==> config.mk <==
export PLATFORM = sky130hd
export DESIGN_NAME = conv_load_sequencer
export DESIGN_NICKNAME = d
export VERILOG_FILES = /design/src/rtl/conv_load_sequencer.sv
export SDC_FILE = /design/constraint.sdc
export NUM_CORES = 1
export LEC_CHECK = 0
export ABC_AREA = 1
export CAP_MARGIN = 15
export CORE_MARGIN = 1
export CORE_UTILIZATION = 47
export CTS_BUF_LIST = sky130_fd_sc_hd__clkbuf_16
export CTS_CLUSTER_SIZE = 28
export DETAILED_ROUTE_END_ITERATION = 10
export PLACE_DENSITY = 0.85
export SLEW_MARGIN = 20
export SYNTH_ARGS = -nofsm -noshare
export SYNTH_HDL_FRONTEND = slang
export SYNTH_SLANG_ARGS = --single-unit
==> constraint.sdc <==
create_clock -name clk -period 2.6 [get_ports clk]
set_input_delay 0.26 -clock clk [delete_from_list [all_inputs] [get_ports clk]]
set_output_delay 0.26 -clock clk [all_outputs]
set_load 0.005 [all_outputs]
==> src/rtl/conv_load_sequencer.sv <==
// Host-to-accelerator load sequencer: streams feature then weight bytes, waits for settle, returns the result.
// Optional running byte checksum when LOAD_SEQ_CHECKSUM_EN is defined; otherwise checksum is tied to zero.
module conv_load_sequencer #(
   parameter int DATA_BYTES    = 64,
   parameter int WEIGHT_BYTES  = 54,
   parameter int SETTLE_CYCLES = 2
) (
   input  logic       clk,
   input  logic       rst_n,
   input  logic       start,
   input  logic       s_valid,
   input  logic [7:0] s_data,
   output logic       s_ready,
   output logic       mode,
   output logic [7:0] din,
   output logic       ram_en,
   input  logic [7:0] acc_dout,
   input  logic       acc_flag,
   output logic       res_valid,
   output logic [7:0] res_data,
   output logic       res_flag,
   input  logic       res_ready,
   output logic       busy,
   output logic [7:0] checksum
);

   localparam int MAX_A = (DATA_BYTES > WEIGHT_BYTES) ? DATA_BYTES : WEIGHT_BYTES;
   localparam int MAX_N = (MAX_A > SETTLE_CYCLES + 1) ? MAX_A : SETTLE_CYCLES + 1;
   localparam int CW    = (MAX_N > 1) ? $clog2(MAX_N) : 1;

   localparam logic [CW-1:0] DATA_LAST   = CW'(DATA_BYTES - 1);
   localparam logic [CW-1:0] WEIGHT_LAST = CW'(WEIGHT_BYTES - 1);
   localparam logic [CW-1:0] SETTLE_LAST = CW'(SETTLE_CYCLES);

   typedef enum logic [2:0] {
      IDLE,
      LOAD_DATA,
      LOAD_WEIGHT,
      SETTLE,
      RESULT
   } state_t;

   state_t        state_q, state_d;
   logic [CW-1:0] cnt_q, cnt_d;
   logic          mode_q, mode_d;
   logic [7:0]    din_q, din_d;
   logic          ram_en_q, ram_en_d;
   logic          res_valid_q, res_valid_d;
   logic [7:0]    res_data_q, res_data_d;
   logic          res_flag_q, res_flag_d;
   logic          beat;

   assign s_ready = (state_q == LOAD_DATA) || (state_q == LOAD_WEIGHT);
   assign busy    = (state_q != IDLE);
   assign beat    = s_valid && s_ready;

   always_comb begin
      state_d     = state_q;
      cnt_d       = cnt_q;
      mode_d      = mode_q;
      din_d       = din_q;
      ram_en_d    = beat;
      res_valid_d = res_valid_q;
      res_data_d  = res_data_q;
      res_flag_d  = res_flag_q;

      // mode only moves together with a write strobe
      if (beat) begin
         din_d  = s_data;
         mode_d = (state_q == LOAD_WEIGHT);
      end

      case (state_q)
         IDLE: begin
            if (start) begin
               state_d = LOAD_DATA;
               cnt_d   = '0;
            end
         end
         LOAD_DATA: begin
            if (beat) begin
               if (cnt_q == DATA_LAST) begin
                  state_d = LOAD_WEIGHT;
                  cnt_d   = '0;
               end else begin
                  cnt_d = cnt_q + CW'(1);
               end
            end
         end
         LOAD_WEIGHT: begin
            if (beat) begin
               if (cnt_q == WEIGHT_LAST) begin
                  state_d = SETTLE;
                  cnt_d   = '0;
               end else begin
                  cnt_d = cnt_q + CW'(1);
               end
            end
         end
         SETTLE: begin
            // first SETTLE cycle carries the final strobe, then SETTLE_CYCLES more
            if (cnt_q == SETTLE_LAST) begin
               state_d     = RESULT;
               cnt_d       = '0;
               res_valid_d = 1'b1;
               res_data_d  = acc_dout;
               res_flag_d  = acc_flag;
            end else begin
               cnt_d = cnt_q + CW'(1);
            end
         end
         RESULT: begin
            if (res_ready) begin
               state_d     = IDLE;
               res_valid_d = 1'b0;
            end
         end
         default: begin
            state_d = IDLE;
            cnt_d   = '0;
         end
      endcase
   end

   always_ff @(posedge clk) begin
      if (!rst_n) begin
         state_q     <= IDLE;
         cnt_q       <= '0;
         mode_q      <= 1'b0;
         din_q       <= 8'h00;
         ram_en_q    <= 1'b0;
         res_valid_q <= 1'b0;
         res_data_q  <= 8'h00;
         res_flag_q  <= 1'b0;
      end else begin
         state_q     <= state_d;
         cnt_q       <= cnt_d;
         mode_q      <= mode_d;
         din_q       <= din_d;
         ram_en_q    <= ram_en_d;
         res_valid_q <= res_valid_d;
         res_data_q  <= res_data_d;
         res_flag_q  <= res_flag_d;
      end
   end

   assign mode      = mode_q;
   assign din       = din_q;
   assign ram_en    = ram_en_q;
   assign res_valid = res_valid_q;
   assign res_data  = res_data_q;
   assign res_flag  = res_flag_q;

`ifdef LOAD_SEQ_CHECKSUM_EN
   logic [7:0] ck_q, ck_d;

   always_comb begin
      ck_d = ck_q;
      if (state_q == IDLE && start) begin
         ck_d = 8'h00;
      end else if (beat) begin
         ck_d = ck_q + s_data;
      end
   end

   always_ff @(posedge clk) begin
      if (!rst_n) begin
         ck_q <= 8'h00;
      end else begin
         ck_q <= ck_d;
      end
   end

   assign checksum = ck_q;
`else
   assign checksum = 8'h00;
`endif

endmodule

==> reports/results.ini, run 1 <==
[worst_setup_path]
path_max_fanout=7
setup.worst_path.start_class=flip-flop
reg2reg_to=res_flag
critPathKind=reg2out
crit_chain=nor2_2 > nand2_1 > nand2_1 > clkdlybuf4s50_1
reg2regPathDepth=6
cpPeakStageDelay_ns=0.51
critical-path-slowest-cell=clkdlybuf4s50_1
crit_path_frequent_cell=nand2_1
critPathArrivalTime_ns=1.61
endpoint_kind=primary output
reg2reg_slack_ns=1.00
r2r-start=cnt_q[1]
crit_path_start=state_q[2]
crit_required_ns=2.34

[logic_synthesis]
netlist-cell-type-count=24
syn_inst=195
synth_mux_area_share_pct=0
synth_xor_area_share_pct=0
yosys_warnings=0
synth-simple-area-share_pct=32.37
ys_seq_area_share_pct=42.07
synth_top_family_by_area=simple AND/OR/NAND/NOR gates
synth_area_um2=1380
synth_area_per_cell_um2=7.077
synth_fa_ha_area_share_pct=2.720
synth-compound-area-share_pct=10.61
synth_seq_cells=29

[timing]
skew_ns=0.005660
fin_ws_ns=0.7259
setup_viol=0
fin_crit_sh_pct=72.08
rsz0062_at_grt=false
fmax_mhz=533.6
period_minus_slack_ns=1.874
hold_viol=0
fin_setup_tns_ns=0
maxSlewViolCount=0
slew-limit-headroom_pct=54.51
worst_pin_slew_ns=0.6802

[final_layout]
drive_gt1_share_pct=6.639
final_cell_mix=nor2_1 (50), clkdlybuf4s50_1 (43), nand2_1 (33)
n_antenna_cell=0
nFillCells=226
multi_input_area_um2=660.6
ff_latch_area_um2=580.6
final_cell_area_um2=1922
final_common_cell=nor2_1
areaGrowthSynthToFinish_pct=39.26
nNetsFinal=265

[route]
route.detailed.drc=0
dr_wl_met3_um=229
wl_per_cell_um=10.94
antenna_left=0
wl_um=2976
wl_met1_um=1319
num_vias=1300
top_layer_used=met4
drtPass1Iterations=4
viasPerCell=4.779
drt_iter0_drc=30
route.met2.wl_um=1392

[power]
leakagePower_nw=0.8484
seq_power_share_pct=35.7
p_sw_share_pct=31.37
power_density_nw_per_um2=838.9
intPower_mw=1.106
ir_drop_uv=679.4
clkPwrFrac_pct=32.1
pwr-share-comb_pct=32.2
switchingPower_mw=0.5057

[global_routing]
grt_pass1_wl_um=5050
grt_max_degree=23
grt_usage_pct=20.60
antenna_found_initial=0
grt_pass1_vias=1209
grt-ovfl-total=0

[floorplanning]
pin_count=52
chipWidth_um=56.19
start_util_pct=50.05
coreArea_um2=2758
die-height_um=56.19
dieArea_um2=3157
num_rows=19

[place]
dpl_worst_slack_ns=0.9391
port_buffers=43
dpl.hpwl_um=2145
place_area_um2=1785
routabilityCongestion=0.7936

[clock_network]
cts_root_buf=clkbuf_16
cts_tree=built
hold_buffers=0
clk_path_buf_depth=2
post_cts_resized=0
cts_buffers=5
clk_pin_slew_ns=0.05
clock_latency_ns=0.27
htree_levels=2
post-cts-setup-buffers=0
clock_sinks=29

[hold_path]
worstHoldPathType=reg2reg
min_to=res_valid
hold_start=res_valid
min_path_cells=2

[run]
maxCapViolations=0

[status]
status=finished, final reports clean

## power by group through the flow
stage / sequential (mW) / clock, mW / combinational [mW]
5_1_grt: 0.582 / 0.555 / 0.585
3_5_place_dp: 0.582 / 0 / 0.520
6_report: 0.575 / 0.518 / 0.520
3_3_place_gp: 0.577 / 0 / 0.512
4_1_cts: 0.575 / 0.525 / 0.524
2_1_floorplan: 0.575 / 0 / 0.315
## worst max-delay path: cells and delay by family, from the launching register on
family,cells,cell delay (ns)
buf+inv,1,0.51
flops,1,0.39
simple gates,3,0.44
## stage by stage
| stage | std cells | hold WS, ns | power (mW) | util (%) |
|---|---|---|---|---|
| final | 272 | 0.4643 | 1.612 | 69.69 |
| after global routing | 272 | 0.4860 | 1.723 | 69.69 |
| after CTS | 272 | 0.4661 | 1.623 | 69.69 |
| after detailed placement | 264 | 0.4628 | 1.102 | 64.75 |
| after global placement | 264 | 0.4482 | 1.089 | 64.75 |
| after floorplan | 202 | 0.3944 | 0.8907 | - |
## flip-flops by register name, indices dropped and copies added (netlist names)
register	cells
state_q	3
mode	1
res_data	8
res_flag	1
cnt_q	6
ram_en	1
din	8
res_valid	1
## cell usage after synthesis
| cell type | n | area share [%] |
|---|---|---|
| inv_1 | 17 | 4.6 |
| buf_4 | 8 | 4.4 |
| or2_0 | 1 | 0.45 |
| nand2_2 | 1 | 0.45 |
| nand3_4 | 1 | 1.3 |
| nand4_1 | 1 | 0.45 |
| conb_1 | 1 | 0.27 |
| dfxtp_1 | 29 | 42 |
| nand2_1 | 33 | 9.0 |
| nor2_1 | 50 | 14 |
| o21bai_1 | 1 | 0.54 |
| clkbuf_1 | 2 | 0.54 |
| ha_1 | 3 | 2.7 |
| nor3_1 | 1 | 0.36 |
| a21oi_1 | 6 | 2.2 |
| buf_6 | 2 | 1.6 |
| nand3_2 | 2 | 1.5 |
| inv_2 | 3 | 0.82 |
| nor2_2 | 2 | 0.91 |
| o21ai_2 | 1 | 0.63 |
| o21ai_1 | 2 | 0.73 |
| nor3_4 | 1 | 1.2 |
| o21ai_0 | 18 | 6.5 |
| nand3_1 | 9 | 3.3 |
## cell type report
type	instances	area share [%]
timing repair buffer	43	22.40
tap	31	2.018
sequential	29	30.21
clock inverter	3	0.5859
multi-input combinational	141	34.38
clock buffer	5	6.510
inverter	20	3.906
## per-layer routing
metal,track usage (%),up-vias
met2,32.99,41
met3,9.302,4
met5,0,-
met4,7.317,0
met1,24.27,572
li1,-,683
## cells by family after synthesis
logic type      Yosys count
simple gates            102
buf+inv                  32
flops                    29
compound gates           28
fa+ha+maj                 3
other cells               1
## how the worst max path moves through the flow
stage / slack [ns] / cells after the start / endpoint
after floorplan: 1.24 / 10 / state_q[1]
after global placement: 0.94 / 10 / state_q[1]
after detailed placement: 0.94 / 10 / state_q[1]
after CTS: 0.71 / 4 / s_ready
after global routing: 0.64 / 4 / s_ready
final: 0.73 / 4 / s_ready
No activity file was read; power rests on OpenSTA's default activity.
==> run 2: changes to the inputs <==
Settings changed: CORE_UTILIZATION 47 to 39, PLACE_DENSITY 0.85 to 0.75.
Clock period 2.6 ns to 1.7 ns, I/O delays scaled along.
==> run 2 against run 1 <==
Net effect: clock skew down 0.0033 ns; worst setup slack worse by 0.70 ns; design area up 3.6%; register-to-register slack worse by 0.77 ns; sequential power up 54%; die area up 20%; first-iteration DRC count up 33%; global-route usage down 2.8 points; combinational power up 60%; worst hold slack better by 0.0097 ns; clock power up 52%.
==> reports/results.ini, run 2 (synthesis gave the netlist of run 1 again) <==
[clock_network]
clock_latency_ns=0.27  ; about the same
htree_levels=2  ; unchanged
clock_sinks=29  ; unchanged
cts_tree=built  ; unchanged
clk_path_buf_depth=2  ; unchanged
cts_root_buf=clkbuf_16  ; unchanged
clk_pin_slew_ns=0.05  ; about the same
cts_buffers=5  ; unchanged

[worst_setup_path]
reg2reg_slack_ns=0.23  ; was 1.00 ns
cpPeakStageDelay_ns=0.51  ; about the same
endpoint_kind=primary output  ; unchanged
reg2regPathDepth=8  ; was 6
reg2reg_to=cnt_q[0]  ; was res_flag
cp.depth=4  ; unchanged
crit_path_frequent_cell=nand2_2  ; was nand2_1
path_buf_inv=1  ; unchanged
r2r-start=cnt_q[1]  ; unchanged
critical-path-slowest-cell=clkdlybuf4s50_1  ; unchanged
critPathKind=reg2out  ; unchanged
crit_path_start=state_q[2]  ; unchanged
critPathArrivalTime_ns=1.50  ; was 1.61 ns
crit_chain=nor2_2 > nand2_2 > nand2_2 > clkdlybuf4s50_1  ; was nor2_2 > nand2_1 > nand2_1 > clkdlybuf4s50_1
crit_required_ns=1.53  ; was 2.34 ns
path_max_fanout=7  ; unchanged
worstSetupEndpoint=s_ready  ; unchanged
setup.worst_path.start_class=flip-flop  ; unchanged
cpLargestDelayFamily=buffers and inverters  ; unchanged

[power]
leakagePower_nw=0.8634  ; was 0.8484 nW
pwr-share-comb_pct=33.3  ; was 32.2%
power_density_nw_per_um2=1259  ; was 838.9 nW/um2
clkPwrFrac_pct=31.4  ; was 32.1%
intPower_mw=1.725  ; was 1.106 mW
ir_drop_uv=844.6  ; was 679.4 uV
switchingPower_mw=0.7807  ; was 0.5057 mW
seq_power_share_pct=35.4  ; was 35.7%
fin_total_pwr_mw=2.506  ; was 1.612 mW
p_sw_share_pct=31.16  ; was 31.37%

[status]
status=finished, final reports clean  ; unchanged

[run]
maxCapViolations=0  ; unchanged

[timing]
period_minus_slack_ns=1.672
setup_viol=0  ; unchanged
fin_crit_sh_pct=98.37
skew_ns=0.002347  ; was 0.005660 ns
fin_ws_ns=0.02769  ; was 0.7259 ns
whs_ns=0.4740  ; was 0.4643 ns
fmax_mhz=598.0
maxSlewViolCount=0  ; unchanged
hold_viol=0  ; unchanged

[final_layout]
final_common_cell=nor2_1  ; unchanged
drive_gt1_share_pct=11.89  ; was 6.639%
final_util_pct=59.19  ; was 69.69%
nFillCells=333  ; was 226
nNetsFinal=269  ; was 265
final_cell_area_um2=1991  ; was 1922 um2
n_antenna_cell=0  ; unchanged
areaGrowthSynthToFinish_pct=44.24  ; was 39.26%
final_cell_mix=nor2_1 (48), clkdlybuf4s50_1 (43), nand2_1 (31)  ; was nor2_1 (50), clkdlybuf4s50_1 (43), nand2_1 (33)

[place]
routabilityCongestion=0.7926  ; was 0.7936
dpl_worst_slack_ns=0.1319  ; was 0.9391 ns
dpl.hpwl_um=2057  ; was 2145 um
port_buffers=43  ; unchanged
place_area_um2=1827  ; was 1785 um2

[global_routing]
antenna_found_initial=0  ; unchanged
grt_max_degree=15  ; was 23
grt_pass1_wl_um=4878  ; was 5050 um
grt_pass1_vias=1171  ; was 1209
grt-ovfl-total=0  ; unchanged
grt_usage_pct=17.82  ; was 20.60%

[route]
drtPass1Iterations=4  ; unchanged
drt_iter0_drc=40  ; was 30
wl_um=2870  ; was 2976 um
viasPerCell=4.445  ; was 4.779
antenna_left=0  ; unchanged
route.detailed.drc=0  ; unchanged
num_vias=1289  ; was 1300
wl_per_cell_um=9.897  ; was 10.94 um

[hold_path]
worstHoldPathType=reg2reg  ; unchanged
min_path_cells=2  ; unchanged

[floorplanning]
start_util_pct=41.03  ; was 50.05%
dieArea_um2=3780  ; was 3157 um2
pin_count=52  ; unchanged
num_rows=21  ; was 19
chipWidth_um=61.49  ; was 56.19 um
coreArea_um2=3363  ; was 2758 um2
die-height_um=61.49  ; was 56.19 um

==> run 2: cell types whose count changed in the layout (fill, tap and decap cells not counted), moves of 2 or more <==
cell and delta:
nand2_1 -2, buf_4 +4, nand2_2 +2, dfxtp_1 -5, dfxtp_2 +4, nor2_1 -2
inv_1 -2
==> run 2: how the worst min path moves through the flow <==
stage           startpoint     endpoint  slack, ns
2_1_floorplan     acc_flag     res_flag       0.30
3_3_place_gp          mode         mode       0.46
3_5_place_dp          mode         mode       0.47
4_1_cts               mode         mode       0.48
5_1_grt        acc_dout[5]  res_data[5]       0.50
6_report              mode         mode       0.47
==> run 2: cell type report <==
cell class / instances / area, um2 / share of cell area [%]
multi-input combinational: 141 / 675.6 / 33.94
clock inverter: 2 / 7.507 / 0.3771
inverter: 20 / 75.07 / 3.771
sequential: 29 / 589.3 / 29.60
clock buffer: 5 / 125.1 / 6.285
tap: 46 / 57.56 / 2.891
timing repair buffer: 47 / 460.4 / 23.13
==> run 2: power by group through the flow <==
stage               Sequential (mW)  Combinational (mW)  Clock [mW]
floorplan                     0.880               0.482           0
global placement              0.881               0.791           0
detailed placement            0.885               0.791           0
CTS                           0.876               0.823       0.805
global route                  0.908               0.944       0.837
finish                        0.886               0.833       0.786
==> run 2: what timing repair did <==
item,CTS,global route
resized for setup,3,8
pin swaps,1,0
hold buffers,0,0
endpoints found under the hold margin,0,0
setup endpoints to repair,1,3
setup buffers,1,0
==> run 2: worst min-delay path: cells and delay by family, from the launching register on <==
family / cells / cell delay [ns]
compound gates: 1 / 0.05
simple gates: 1 / 0.06
flops: 1 / 0.31
==> run 2: metrics by stage <==
stage          std cells  setup TNS, ns
2_1_floorplan        202              0
3_3_place_gp         282              0
3_5_place_dp         282              0
4_1_cts              290              0
5_1_grt              290       -0.01321
6_report             290              0
==> run 2: metal layers <==
metal,vias to the layer above,track usage [%],wire length [um]
li1,690,-,-
met1,557,21.08,1240
met2,37,27.96,1362
met3,5,8.193,234
met4,0,7.302,33
met5,-,0,0
